## src/rtl/input_unit.sv

```systemverilog
// rtl/input_unit.sv - user value capture: sw/key synchronizers, key debounce, four-phase req handshake.
module input_unit #(
  parameter int DEBOUNCE_CYCLES = 500000,
  parameter int SIGN_EXTEND     = 1
) (
  input  logic        clk,
  input  logic        rst,
  input  logic        req,
  input  logic [15:0] sw,
  input  logic        key_n,
  output logic [31:0] data_out,
  output logic        data_valid,
  output logic        waiting
);

  localparam int CNT_W = (DEBOUNCE_CYCLES < 1) ? 1 : $clog2(DEBOUNCE_CYCLES + 1);
  localparam logic [CNT_W-1:0] CNT_LAST = CNT_W'(DEBOUNCE_CYCLES - 1);

  typedef enum logic [1:0] {
    IDLE         = 2'd0,
    WAIT_RELEASE = 2'd1,
    WAIT_PRESS   = 2'd2,
    DONE         = 2'd3
  } state_t;

  logic             r_key_s1;
  logic             r_key_s2;
  logic [15:0]      r_sw_s1;
  logic [15:0]      r_sw_s2;
  logic             r_key_db;
  logic [CNT_W-1:0] r_cnt;
  logic [31:0]      r_data;
  state_t           r_state;
  state_t           w_next;

  logic             w_mismatch;
  logic             w_settle;
  logic             w_press;
  logic             w_capture;
  logic [15:0]      w_ext;

  always_ff @(posedge clk or negedge rst) begin
    if (!rst) begin
      r_key_s1 <= 1'b1;
      r_key_s2 <= 1'b1;
      r_sw_s1  <= 16'h0000;
      r_sw_s2  <= 16'h0000;
    end else begin
      r_key_s1 <= key_n;
      r_key_s2 <= r_key_s1;
      r_sw_s1  <= sw;
      r_sw_s2  <= r_sw_s1;
    end
  end

  // The level flips on the edge where the run of differing cycles would reach
  // DEBOUNCE_CYCLES, so the counter never holds that value and cannot wrap.
  assign w_mismatch = (r_key_s2 != r_key_db);
  assign w_settle   = w_mismatch && (r_cnt == CNT_LAST);
  assign w_press    = w_settle && r_key_db;

  always_ff @(posedge clk or negedge rst) begin
    if (!rst) begin
      r_key_db <= 1'b1;
      r_cnt    <= '0;
    end else if (!w_mismatch) begin
      r_cnt    <= '0;
    end else if (w_settle) begin
      r_key_db <= r_key_s2;
      r_cnt    <= '0;
    end else begin
      r_cnt    <= r_cnt + CNT_W'(1);
    end
  end

  always_ff @(posedge clk or negedge rst) begin
    if (!rst) begin
      r_state <= IDLE;
    end else begin
      r_state <= w_next;
    end
  end

  // A dropped req wins over a press landing on the same edge.
  always_comb begin
    w_next = r_state;
    case (r_state)
      IDLE:         if (req) w_next = r_key_db ? WAIT_PRESS : WAIT_RELEASE;
      WAIT_RELEASE: if (!req) w_next = IDLE; else if (r_key_db) w_next = WAIT_PRESS;
      WAIT_PRESS:   if (!req) w_next = IDLE; else if (w_press) w_next = DONE;
      DONE:         if (!req) w_next = IDLE;
      default:      w_next = IDLE;
    endcase
  end

  assign w_capture = (r_state == WAIT_PRESS) && req && w_press;
  assign w_ext     = (SIGN_EXTEND != 0) ? {16{r_sw_s2[15]}} : 16'h0000;

  always_ff @(posedge clk or negedge rst) begin
    if (!rst) begin
      r_data <= 32'h0000_0000;
    end else if (w_capture) begin
      r_data <= {w_ext, r_sw_s2};
    end
  end

  always_comb begin
    data_valid = (r_state == DONE);
    waiting    = (r_state == WAIT_RELEASE) || (r_state == WAIT_PRESS);
  end

  assign data_out = r_data;

endmodule
```

## config.mk

```make
export PLATFORM = sky130hd
export DESIGN_NAME = input_unit
export DESIGN_NICKNAME = d
export VERILOG_FILES = /design/src/rtl/input_unit.sv
export SDC_FILE = /design/constraint.sdc
export NUM_CORES = 1
export LEC_CHECK = 0
export CORE_ASPECT_RATIO = 0.9
export CORE_MARGIN = 2
export CORE_UTILIZATION = 35
export DETAILED_ROUTE_END_ITERATION = 12
export PLACE_DENSITY = 0.65
export SLEW_MARGIN = 20
export SYNTH_ARGS = -nofsm -noshare
export SYNTH_HDL_FRONTEND = slang
export SYNTH_SLANG_ARGS = --single-unit
```

## constraint.sdc

```tcl
create_clock -name clk -period 2.6 [get_ports clk]
set_input_delay 0.52 -clock clk [delete_from_list [all_inputs] [get_ports clk]]
set_output_delay 0.52 -clock clk [all_outputs]
set_load 0.005 [all_outputs]
```

==> run metrics <==
status=completed; Lkg Pwr=1.54 nW; Layout area overhead=24.6%; crit-path max FO=16; max cap viols=0; dpl cells=roughly 350; largest net degree at the start of global routing=between 70 and 80; Detailed Route WL=about 4400 µm; Worst-Margin Slew=846 ps; Tcrit/Tclk final=between 90% and 100%; DRC viols=0; Initial DRC Count=111; Initial DRT Pass Iterations=4; die height=89.5 µm; Syn Inst Count=211; worst hold slack=slightly below 300 ps; HP Class=primary input to async pin; crit path kind=register to register; first-pass GRT wire length=7380 µm; final cell count without fillers=361; Yosys cell types=39; worst r2r src=r_cnt[0]; required time worst endpoint=2820 ps; layout cell share with drive strength beyond 1=about 16%; clock period minus worst slack=2410 ps; FF-to-FF End=data_out[11]; Levels on crit path=5; Seq/Total Area, Yosys=about 63%; Max IR drop VDD=roughly 0.29 mV; Critical Path Max Stage Delay=about 660 ps; CTS tree=done; ys async rst share=100%; PortBufs=53; CP arrival=~2600 ps; critical path's top delay family=simple AND/OR/NAND/NOR gates; number of diodes=0; Reg2Reg Depth=5; Final Skew=around 14 ps; setup ws final=roughly 190 ps; CP Buf/Inv Count=0; RSZ-0062 raised after global routing=no; largest family of logic cells by synthesized area=simple AND/OR/NAND/NOR gates; top cells by count, synth=69 x dfrtp_1, 21 x nor2_1, 16 x buf_4; io pins=54; area of the mapped netlist=approximately 0.0028 mm²; post-synthesis mux area share=about a tenth; most frequent cell after synthesis=dfrtp_1; Via density=roughly 4.6; max-slew violation count=0; synth warn=0; post-DP HPWL=between 2000 and 3000 µm; Final Hold Fails=0; Post-CTS Setup Inserts=0; Synth area leaders=dfrtp_1 61%, mux2_4 5.3%, buf_4 4.2%; compound-gate portion of the synthesized area=2.51%; CP Launch Type=register; core area=0.00795 mm²; vias=1643; Die Wd=between 90 and 100 µm; Root Buffer=clkbuf_8; Adder-Cell Fraction of Synth Area=2.20%; largest area contributor in the netlist=dfrtp_1; number of synthesized flops with an enable pin=0; initial core utilization=about 36%; worst skew pair latency=between 300 and 400 ps; routed length per instance=roughly 12 µm; setup TNS=0 ps; critical path cell sequence=ha_1 > nand4_2 > or3_4 > or4_4 > mux2_4; H-Tree Depth=3; Post-layout nets=approximately 280; FMAX=between 400 and 500 MHz; Core Rows=31; gr usage total=between 10% and 20%; gpl congestion=0.780; Die Area=~0.009 mm²; relative slew slack=between 40% and 50%; dpl ws=~200 ps; number of routed nets with antenna violations=0; Slowest cell on crit path=or4_4; XOR/XNOR share of the synthesized area=~4.6%; total gr overflow=0; Synth Flop Type=dfrtp_1; CTS sink cnt=slightly above 70; Power Density=approximately 630 mW/mm²; fill count=slightly above 700; Synth Register Bits=between 70 and 80; Hold-fix buffers, CTS=0; antenna violations before repair=0; post-synthesis simple-gate area fraction=11.1%; TritonCTS Buffers=9; Final setup viols=0; register clock-pin slew on the reported worst setup and hold paths=roughly 80 ps; Crit. End Element=register; area fraction of the dominant cell type after synthesis=between 60% and 70%; Syn Area/Cell=13.5 µm²; vias in the first global route=around 1600; post-cts repair resize count=0; Clock Path Buffers=2; r2r setup slk=190 ps; syn_nets=236
placed cells by master, fill, tap and decap left out, types with 2 or more instances in the layout:
master	n
nor4_1	5
mux2i_1	2
o21ai_0	2
mux2_4	10
nor3_1	4
xor2_1	5
ha_1	5
dfrtp_1	69
nand4_1	3
nand2b_1	2
nor2_1	21
buf_4	2
mux2_2	9
nand3_1	7
dfstp_2	3
clkinv_4	2
nand2_1	8
xnor2_1	10
a21oi_1	2
clkbuf_8	9
inv_1	8
clkdlybuf4s50_1	52
registers in the layout, summed over array words and instances (netlist names):
register / count
r_state: 2
r_sw_s1: 16
data_out: 16
r_cnt: 19
r_key_s1: 1
r_key_db: 1
r_key_s2: 1
r_sw_s2: 16
final cells by class:
type	instances	area, µm²	share of cell area (%)
sequential	72	1810	50.9
multi-input combinational	112	853	24.1
timing repair buffer	54	536	15.1
clock buffer	10	128	3.60
tap	99	124	3.49
clock inverter	6	68.8	1.94
inverter	8	30.0	0.847
worst max-delay path by stage:
stage / start / endpoint
floorplan: r_cnt[0] / data_out[10]
global placement: r_cnt[0] / data_out[9]
detailed placement: r_cnt[0] / data_out[6]
CTS: r_cnt[0] / data_out[11]
global route: r_cnt[0] / data_out[6]
finish: r_cnt[0] / data_out[11]
stage by stage:
| step | area [µm²] | utilization, % | total power, mW |
|---|---|---|---|
| after floorplan | 2840 | - | 1.30 |
| after global placement | 3350 | 42.1 | 1.41 |
| after detailed placement | 3350 | 42.1 | 1.41 |
| after CTS | 3540 | 44.6 | 2.28 |
| after global routing | 3540 | 44.6 | 2.36 |
| final | 3540 | 44.6 | 2.24 |
report_power, final:
part | internal, mW | switching (mW)
clock | 0.448 | 0.404
combinational | 0.104 | 0.0939
sequential | 1.16 | 0.0215
total | 1.72 | 0.520
worst reg2reg max path, stage by stage (launching register included):
cell and delay [ps]:
dfrtp_1 390, ha_1 250, nand4_2 180, or3_4 450, or4_4 660, mux2_4 360
layer usage:
layer	track usage, %	wire length (µm)	share of wire, %	up-vias
met3	4.93	229	5.3	2
met5	0	0	0	-
met1	13.0	2080	48	808
met2	17.5	2020	46	40
li1	-	-	-	793
met4	5.23	37	0.85	0
cell families after synthesis:
group	count (synthesis)
muxes	21
buffers and inverters	27
AOI/OAI and AO/OA	11
DFF	72
adders and majority gates	5
and+or+nand+nor	60
xor gates and xnor gates	15
(Power assumes the default switching activity.)
